[config.mk]
export PLATFORM = sky130hd
export DESIGN_NAME = addsub_acc_ctrl_flat
export DESIGN_NICKNAME = d
export VERILOG_FILES = /design/src/rtl/addsub_acc_if.sv /design/src/rtl/addsub_acc_ctrl.sv /design/src/flat_wrapper.sv
export SDC_FILE = /design/constraint.sdc
export NUM_CORES = 1
export LEC_CHECK = 0
export BUFFER_PORTS_ARGS = -buffer_cell sky130_fd_sc_hd__buf_2
export CELL_PAD_IN_SITES_DETAIL_PLACEMENT = 1
export CELL_PAD_IN_SITES_GLOBAL_PLACEMENT = 2
export CORE_ASPECT_RATIO = 1.4
export CORE_MARGIN = 2
export CORE_UTILIZATION = 22
export CTS_CLUSTER_SIZE = 14
export DETAILED_ROUTE_END_ITERATION = 10
export PLACE_DENSITY_LB_ADDON = 0.1
export SLEW_MARGIN = 20
export SYNTH_ARGS = -nofsm -noshare
export SYNTH_HDL_FRONTEND = slang
export SYNTH_SLANG_ARGS = --single-unit
[constraint.sdc]
create_clock -name clk_i -period 1.3 [get_ports clk_i]
set_input_delay 0 -clock clk_i [delete_from_list [all_inputs] [get_ports clk_i]]
set_output_delay 0 -clock clk_i [all_outputs]
set_load 0.01 [all_outputs]
[src/rtl/addsub_acc_if.sv]
// addsub_acc_if
//   Bundles the command handshake, the external adder connection and the
//   result handshake of addsub_acc_ctrl. Signal names keep the block's
//   _i/_o suffixes as seen from the controller.
//   slave  : controller side (addsub_acc_ctrl)
//   master : environment side (command source, adder, result sink)
// Signals
//   in_valid_i/in_ready_o    command handshake
//   op_i[1:0], data_i        command opcode and operand
//   a_o, b_o, add_sub_o      adder operands and subtract select
//   sum_i, carry_i, ovf_i    adder result, carry-out, signed overflow
//   out_valid_o/out_ready_i  result handshake
//   acc_o, carry_o, ovf_o, zero_o, neg_o, sticky_ovf_o  result and flags
interface addsub_acc_if #(
  parameter int WIDTH = 8
);
  logic             in_valid_i;
  logic             in_ready_o;
  logic [1:0]       op_i;
  logic [WIDTH-1:0] data_i;
  logic [WIDTH-1:0] a_o;
  logic [WIDTH-1:0] b_o;
  logic             add_sub_o;
  logic [WIDTH-1:0] sum_i;
  logic             carry_i;
  logic             ovf_i;
  logic             out_valid_o;
  logic             out_ready_i;
  logic [WIDTH-1:0] acc_o;
  logic             carry_o;
  logic             ovf_o;
  logic             zero_o;
  logic             neg_o;
  logic             sticky_ovf_o;

  modport slave (
    input  in_valid_i, op_i, data_i, sum_i, carry_i, ovf_i, out_ready_i,
    output in_ready_o, a_o, b_o, add_sub_o, out_valid_o,
           acc_o, carry_o, ovf_o, zero_o, neg_o, sticky_ovf_o
  );

  modport master (
    output in_valid_i, op_i, data_i, sum_i, carry_i, ovf_i, out_ready_i,
    input  in_ready_o, a_o, b_o, add_sub_o, out_valid_o,
           acc_o, carry_o, ovf_o, zero_o, neg_o, sticky_ovf_o
  );
endinterface

[src/rtl/addsub_acc_ctrl.sv]
// addsub_acc_ctrl
//   Sequencer and accumulator around an external WIDTH-bit add/subtract
//   datapath. Accepts one LOAD/ADD/SUB/CLR command at a time, drives the
//   adder with (accumulator, operand), registers the result and flags, and
//   holds them on a valid/ready output handshake.
// Ports
//   clk_i  clock, rising edge
//   rst_i  synchronous active-high reset
//   bus    addsub_acc_if.slave (command, adder and result signals)
// Build option
//   SATURATE_EN  when defined, an overflowing ADD/SUB loads the signed
//                saturation limit instead of the wrapped sum.
module addsub_acc_ctrl #(
  parameter int WIDTH = 8
) (
  input  logic        clk_i,
  input  logic        rst_i,
  addsub_acc_if.slave bus
);

  typedef enum logic [1:0] {IDLE, EXEC, HOLD} state_t;
  typedef enum logic [1:0] {
    OP_LOAD = 2'b00,
    OP_ADD  = 2'b01,
    OP_SUB  = 2'b10,
    OP_CLR  = 2'b11
  } op_t;

  state_t           state_q, state_d;
  op_t              op_q, op_d;
  logic [WIDTH-1:0] data_q, data_d;
  logic [WIDTH-1:0] acc_q, acc_d;
  logic             carry_q, carry_d;
  logic             ovf_q, ovf_d;
  logic             sticky_q, sticky_d;

`ifdef SATURATE_EN
  // A wrapped sum with the sign bit set means the true result overflowed
  // positive, so clamp to the largest positive value (and vice versa).
  function automatic logic signed [WIDTH-1:0] sat_value(input logic [WIDTH-1:0] sum);
    logic signed [WIDTH-1:0] lim;
    if (sum[WIDTH-1]) lim = {1'b0, {(WIDTH-1){1'b1}}};
    else              lim = {1'b1, {(WIDTH-1){1'b0}}};
    return lim;
  endfunction
`endif

  always_comb begin
    state_d  = state_q;
    op_d     = op_q;
    data_d   = data_q;
    acc_d    = acc_q;
    carry_d  = carry_q;
    ovf_d    = ovf_q;
    sticky_d = sticky_q;
    case (state_q)
      IDLE: begin
        if (bus.in_valid_i) begin
          op_d    = op_t'(bus.op_i);
          data_d  = bus.data_i;
          state_d = EXEC;
        end
      end
      EXEC: begin
        state_d = HOLD;
        case (op_q)
          OP_LOAD: begin
            acc_d   = data_q;
            carry_d = 1'b0;
            ovf_d   = 1'b0;
          end
          OP_ADD, OP_SUB: begin
`ifdef SATURATE_EN
            acc_d = bus.ovf_i ? $unsigned(sat_value(bus.sum_i)) : bus.sum_i;
`else
            acc_d = bus.sum_i;
`endif
            carry_d  = bus.carry_i;
            ovf_d    = bus.ovf_i;
            sticky_d = sticky_q | bus.ovf_i;
          end
          default: begin
            acc_d    = '0;
            carry_d  = 1'b0;
            ovf_d    = 1'b0;
            sticky_d = 1'b0;
          end
        endcase
      end
      HOLD: begin
        // Result stays frozen until the sink takes it.
        if (bus.out_ready_i) state_d = IDLE;
      end
      default: state_d = IDLE;
    endcase
  end

  always_ff @(posedge clk_i) begin
    if (rst_i) begin
      state_q  <= IDLE;
      op_q     <= OP_LOAD;
      data_q   <= '0;
      acc_q    <= '0;
      carry_q  <= 1'b0;
      ovf_q    <= 1'b0;
      sticky_q <= 1'b0;
    end else begin
      state_q  <= state_d;
      op_q     <= op_d;
      data_q   <= data_d;
      acc_q    <= acc_d;
      carry_q  <= carry_d;
      ovf_q    <= ovf_d;
      sticky_q <= sticky_d;
    end
  end

  assign bus.in_ready_o   = (state_q == IDLE);
  assign bus.out_valid_o  = (state_q == HOLD);
  assign bus.a_o          = acc_q;
  assign bus.b_o          = data_q;
  assign bus.add_sub_o    = (state_q == EXEC) && (op_q == OP_SUB);
  assign bus.acc_o        = acc_q;
  assign bus.carry_o      = carry_q;
  assign bus.ovf_o        = ovf_q;
  assign bus.zero_o       = (acc_q == '0);
  assign bus.neg_o        = acc_q[WIDTH-1];
  assign bus.sticky_ovf_o = sticky_q;

endmodule

[src/flat_wrapper.sv]
// flat-port wrapper written by rule: the top's interface ports become plain ports
module addsub_acc_ctrl_flat 
#(
  parameter int WIDTH = 8
)
  (clk_i, rst_i, bus_in_valid_i, bus_op_i, bus_data_i, bus_sum_i, bus_carry_i, bus_ovf_i, bus_out_ready_i, bus_in_ready_o, bus_a_o, bus_b_o, bus_add_sub_o, bus_out_valid_o, bus_acc_o, bus_carry_o, bus_ovf_o, bus_zero_o, bus_neg_o, bus_sticky_ovf_o);
  addsub_acc_if #(.WIDTH(WIDTH)) bus_i ();
  input  logic clk_i;
  input  logic rst_i;
  input wire logic [$bits(bus_i.in_valid_i)-1:0] bus_in_valid_i;
  input wire logic [$bits(bus_i.op_i)-1:0] bus_op_i;
  input wire logic [$bits(bus_i.data_i)-1:0] bus_data_i;
  input wire logic [$bits(bus_i.sum_i)-1:0] bus_sum_i;
  input wire logic [$bits(bus_i.carry_i)-1:0] bus_carry_i;
  input wire logic [$bits(bus_i.ovf_i)-1:0] bus_ovf_i;
  input wire logic [$bits(bus_i.out_ready_i)-1:0] bus_out_ready_i;
  output wire logic [$bits(bus_i.in_ready_o)-1:0] bus_in_ready_o;
  output wire logic [$bits(bus_i.a_o)-1:0] bus_a_o;
  output wire logic [$bits(bus_i.b_o)-1:0] bus_b_o;
  output wire logic [$bits(bus_i.add_sub_o)-1:0] bus_add_sub_o;
  output wire logic [$bits(bus_i.out_valid_o)-1:0] bus_out_valid_o;
  output wire logic [$bits(bus_i.acc_o)-1:0] bus_acc_o;
  output wire logic [$bits(bus_i.carry_o)-1:0] bus_carry_o;
  output wire logic [$bits(bus_i.ovf_o)-1:0] bus_ovf_o;
  output wire logic [$bits(bus_i.zero_o)-1:0] bus_zero_o;
  output wire logic [$bits(bus_i.neg_o)-1:0] bus_neg_o;
  output wire logic [$bits(bus_i.sticky_ovf_o)-1:0] bus_sticky_ovf_o;
  assign bus_i.in_valid_i = bus_in_valid_i;
  assign bus_i.op_i = bus_op_i;
  assign bus_i.data_i = bus_data_i;
  assign bus_i.sum_i = bus_sum_i;
  assign bus_i.carry_i = bus_carry_i;
  assign bus_i.ovf_i = bus_ovf_i;
  assign bus_i.out_ready_i = bus_out_ready_i;
  assign bus_in_ready_o = bus_i.in_ready_o;
  assign bus_a_o = bus_i.a_o;
  assign bus_b_o = bus_i.b_o;
  assign bus_add_sub_o = bus_i.add_sub_o;
  assign bus_out_valid_o = bus_i.out_valid_o;
  assign bus_acc_o = bus_i.acc_o;
  assign bus_carry_o = bus_i.carry_o;
  assign bus_ovf_o = bus_i.ovf_o;
  assign bus_zero_o = bus_i.zero_o;
  assign bus_neg_o = bus_i.neg_o;
  assign bus_sticky_ovf_o = bus_i.sticky_ovf_o;
  addsub_acc_ctrl #(.WIDTH(WIDTH)) u_core (.clk_i(clk_i), .rst_i(rst_i), .bus(bus_i));
endmodule
; Yosys cells after proc, flatten, opt, wreduce, memory -nomap -nowiden
; Index checks and enable logic that the tools add are counted.
[totals]
ram_bits = 0
out_inout_bits = 32
in_bits = 24
regBits = 23
rom_bits = 0
n_memories = 0
latchBits = 0
[classes]
n_mux = 7
n_mul = 0
div_mod_pow = 0
n_shift = 0
n_eq_ne = 6
order_cmp = 0
n_reduce_logical = 8
add_sub_neg = 0
bitwise = 2
[ops]
columns = operator, count
row1 = 8-bit case mux with 2 select lines, 1
row2 = 8-bit zero test, 1
row3 = 2-bit case mux with 3 select lines, 1
row4 = 2-bit AND reduction, 3
row5 = "2-bit by 1-bit == test with 1-bit output, second input constant", 2
row6 = "2-bit == test, second input constant", 2
row7 = 2-bit zero test, 2
row8 = 2-bit two-way mux, 2
row9 = "2-bit inequality test, second input constant", 2
row10 = 1-bit two-way mux, 2
row11 = 1-bit case mux with 2 select lines, 1
row12 = 2-bit OR reduction, 1
row13 = 1-bit logical AND, 1
row14 = 1-bit NOT, 1
row15 = 1-bit bitwise OR, 1

; Depth between registers and ports, before layout
[logic_depth]
ltp_word = 3
ltp_mapped = 6

; Worst setup path before layout
; OpenSTA, ideal clock, no wires.
[synth_timing]
path_type = reg2reg
start = register u_core.op_q[0]
end = register u_core.acc_q[0], in the netlist u_core.bus.a_o[0]
path_buffers = 1
stages_incl_launch_ff = 7
required_ns = 1.172
synth_period_minus_slack_ns = 1.365
arrival_time_ns = 1.238
path_slack_ns = -0.065
path_cell_list = dfxtp_1 > inv_1 > ha_1 > clkbuf_1 > a22o_1 > a22oi_1 > nor2_1
[synth_between]
elab_chain_len = 3
[synth_lines]
columns = item, line
row1 = start: declaration, addsub_acc_ctrl.sv:30  ; op_t op_q, op_d;
row2 = start signal: assignment, addsub_acc_ctrl.sv:109  ; op_q <= op_d;
row3 = 2-bit by 1-bit == test with 1-bit output or 2-bit == test (tied branches), addsub_acc_ctrl.sv:66  ; case (op_q)
row4 = 2-bit OR reduction, addsub_acc_ctrl.sv:66
row5 = 8-bit case mux with 2 select lines *, addsub_acc_ctrl.sv:66
row6 = end signal: assignment, addsub_acc_ctrl.sv:103  ; acc_q <= '0;
row7 = end signal: assignment, addsub_acc_ctrl.sv:111  ; acc_q <= acc_d;
row8 = end: declaration, addsub_acc_ctrl.sv:32  ; logic [WIDTH-1:0] acc_q, acc_d;
; Mark *: on every way between the ends. The rest lies on a longest branch, timed or not.
; A chain may end at the register's enable or synchronous reset.

; Final worst setup path
[layout_timing]
start = register u_core.acc_q[0], in the netlist u_core.bus.a_o[0]
end = output port bus_zero_o
[layout_between]
elab_chain_len = 1
[layout_lines]
columns = item, line
row1 = 8-bit zero test, addsub_acc_ctrl.sv:126  ; assign bus.zero_o = (acc_q == '0);
row2 = end: declaration, flat_wrapper.sv:25  ; output wire logic [$bits(bus_i.zero_o)-1:0] bus_zero_o;
; No other way between the ends.

==> results.cfg <==
[run_status]
outcome = finished with violations
failing_checks = negative setup slack

[floorplan]
design.core.area_um2 = 4570
die_height_um = 85.7
dieArea_um2 = 5340
io-pin-count = 56
std_cell_rows = 29
initial_utilization_pct = 22.9
dieWidth_um = 62.3

[cells_and_area]
diodes = 0
stdcell_count = 243
layout.cell_area.non_filler_um2 = 1680
nets = 209
fillCellCount = 565
flow.area_growth_from_synthesis_pct = 60.6
layout-drive-gt1-share_pct = 52.5
sequential_cell_area_um2 = 472
multi_input_comb_area_um2 = 529

[worst_hold_path]
hold_path.class = in -> reg

[sta]
max-slew-margin-rel_pct = 70.0
slew_viol_final = 0
tns_ns = -0.0465
timing.final.crit_share_pct = 104
timing.final.ws_setup_ns = -0.0465
finalWorstPathRequiredPeriod_ns = 1.35
whs_ns = 0.0221
final_hold_violations = 0
setup_repair_after_global_routing_missed_its_margin = yes
clock_skew_ns = 0.00629
fmaxAchievable_ghz = 0.743
setup_viols_final = 1
timing_worst_slew_pin_value_ns = 0.449

[drt]
route.antenna.remaining_nets = 0
drt_pre_antenna_iters = 2
num_vias = 1064
route.detailed.wl_per_inst_um = 13.8
drt_iter0_drc = 12
routed_wirelength_um = 3360
drt_drc_violations_left = 0
drt-vias-per-instance = 4.38

[power_and_ir_drop]
vdd_drop_max_mv = 0.336
cellPowerDensity_nw_per_um2 = 991
power.leakage_nw = 0.820
total_power_w = 0.00167

[setup_path]
cp_cell_sequence = or4_4 > nor2_1 > buf_2
critPathLaunchType = register
crit_path_top_delay_cell = sky130_fd_sc_hd__or4_4
criticalPathCategory = reg -> out
cp.required_ns = 1.30
endpoint_kind = primary output
critPathMaxStageDelay_ns = 0.52
arrival_ns = 1.35
worst-path-max-fanout = 2

[placed_design]
place.gp.congestion = 0.700
port_buffers = 55
placed_cells = 214
dp.final_hpwl_um = 2300
dpl-instance-area_um2 = 1340

[synth]
synth_seq_cells = 23
synth_top_flop_cell = sky130_fd_sc_hd__dfxtp_1
synthesis.yosys.warnings = 0
synth_edf_count = 0
post_synthesis_cell_type_count = 23
synth_sequential_area_ratio_pct = 43.9
avgSynthCellArea_um2 = 9.53
synth_cells = 110
post_syn_nets = 137
yosys-top-cells-area = sky130_fd_sc_hd__dfxtp_1 (44%), sky130_fd_sc_hd__mux2i_1 (9.5%), sky130_fd_sc_hd__nor2_1 (7.5%), sky130_fd_sc_hd__a22o_1 (6.7%), sky130_fd_sc_hd__buf_4 (6.4%)
synth_top_area_share_pct = 43.9
post_synthesis_cell_area_um2 = 1050
synth_top_area_cell = sky130_fd_sc_hd__dfxtp_1
synthArstFlopShare_pct = 0

[global_route]
maximum_number_of_pins_on_one_net_before_global_route_repair = 24
grt_first_pass_wirelength_um = 5420
gr-total-overflow = 0
first_global_vias = 1061
globalRouteTotalUtil_pct = 13.1
initial_antenna_violation_count = 0

[job]
max_cap_violations = 0

[clock_network]
cts_tree = built
cts-root-buf = sky130_fd_sc_hd__clkbuf_8
clock_pin_slew_on_the_worst_setup_and_hold_paths_ns = 0.09
cts_sinks = 23
cts-buffers-inserted = 3
worst_skew_pair.late_latency_ns = 0.27
clock_path_buffers = 2
clock_tree.htree_level_count = 1
-- cell families after synthesis --
family | synth area share [%]
mux | 9.55
fa+ha+maj | 3.58
simple gates | 17.3
flops | 43.9
compound gates | 15.2
buf+inv | 10.5
-- per-layer routing --
metal | up-vias | share of wire, % | track usage, % | wire [µm]
li1 | 517 | - | - | -
met1 | 510 | 43 | 15.1 | 1440
met2 | 32 | 50 | 23.0 | 1700
met3 | 5 | 4.9 | 3.41 | 165
met4 | 0 | 1.7 | 5.45 | 57
met5 | - | 0 | 0 | 0
-- layout by cell type, fill, tap and decap left out, types with 5 or more instances in the layout --
cell type                       Yosys  routed
sky130_fd_sc_hd__buf_2              1      55
sky130_fd_sc_hd__nor2_1            21      21
sky130_fd_sc_hd__dfxtp_1           23      16
sky130_fd_sc_hd__dlygate4sd3_1      0      11
sky130_fd_sc_hd__mux2i_1           10      10
sky130_fd_sc_hd__buf_4              9       9
sky130_fd_sc_hd__a22o_1             8       8
sky130_fd_sc_hd__dfxtp_2            0       6
sky130_fd_sc_hd__buf_6              1       5
-- cells in the mapped netlist (all sizes together), types with 3 or more instances --
cell     n
dfxtp   23
nor2    21
buf     11
mux2i   10
a22o     8
a22oi    8
clkbuf   4
a21oi    3
ha       3
inv      3
-- timing repair --
item | CTS | global route
pin swaps | 1 | 10
setup buffers | 6 | 8
endpoints found under the setup margin | 2 | 20
hold buffers | 11 | 0
resized for setup | 6 | 21
hold endpoints to repair | 11 | 0
-- worst max-delay path: cells and delay by family (launching register included) --
| kind | cells | cell delay (ns) |
|---|---|---|
| buffers and inverters | 1 | 0.13 |
| DFF | 1 | 0.33 |
| and+or+nand+nor | 2 | 0.62 |
-- worst paths after layout --
check	from	endpoint	slack (ns)	cells past startpoint
worst max-delay path	u_core.bus.a_o[0]	bus_zero_o	-0.05	3
worst min-delay path	bus_carry_i	u_core.bus.carry_o	0.02	3
worst min register to register	u_core.bus.carry_o	u_core.bus.carry_o	0.46	2
worst max register to register	u_core.op_q[0]	u_core.bus.a_o[6]	0.03	6
-- per-stage QoR --
step / setup WS, ns / util [%]
floorplan: 0.0229 / -
global placement: 0.0959 / 29.4
detailed placement: 0.0269 / 29.4
CTS: -0.0558 / 33.9
global route: -0.0948 / 36.8
finish: -0.0465 / 36.8
-- area by class of cell --
| cell class | count | share of cell area [%] |
|---|---|---|
| Clock buffer | 4 | 2.67 |
| Inverter | 3 | 0.669 |
| Multi-Input combinational cell | 69 | 31.4 |
| Sequential cell | 23 | 28.0 |
| Tap cell | 62 | 4.61 |
| Timing Repair Buffer | 82 | 32.6 |
-- where the power goes --
group,switching [W],internal [W],total (W)
Combinational,0.000193,0.000244,0.000437
Clock,0.000238,0.000219,0.000458
Sequential,0.0000328,0.000741,0.000774
Total,0.000464,0.00120,0.00167
-- flip-flops by register name, summed over array words and instances, names as in the netlist --
name	count
u_core.bus.a_o	8
u_core.bus.b_o	8
u_core.op_q	2
u_core.state_q	2
u_core.bus.carry_o	1
u_core.bus.ovf_o	1
u_core.bus.sticky_ovf_o	1
No activity file was read; power rests on OpenSTA's default activity.
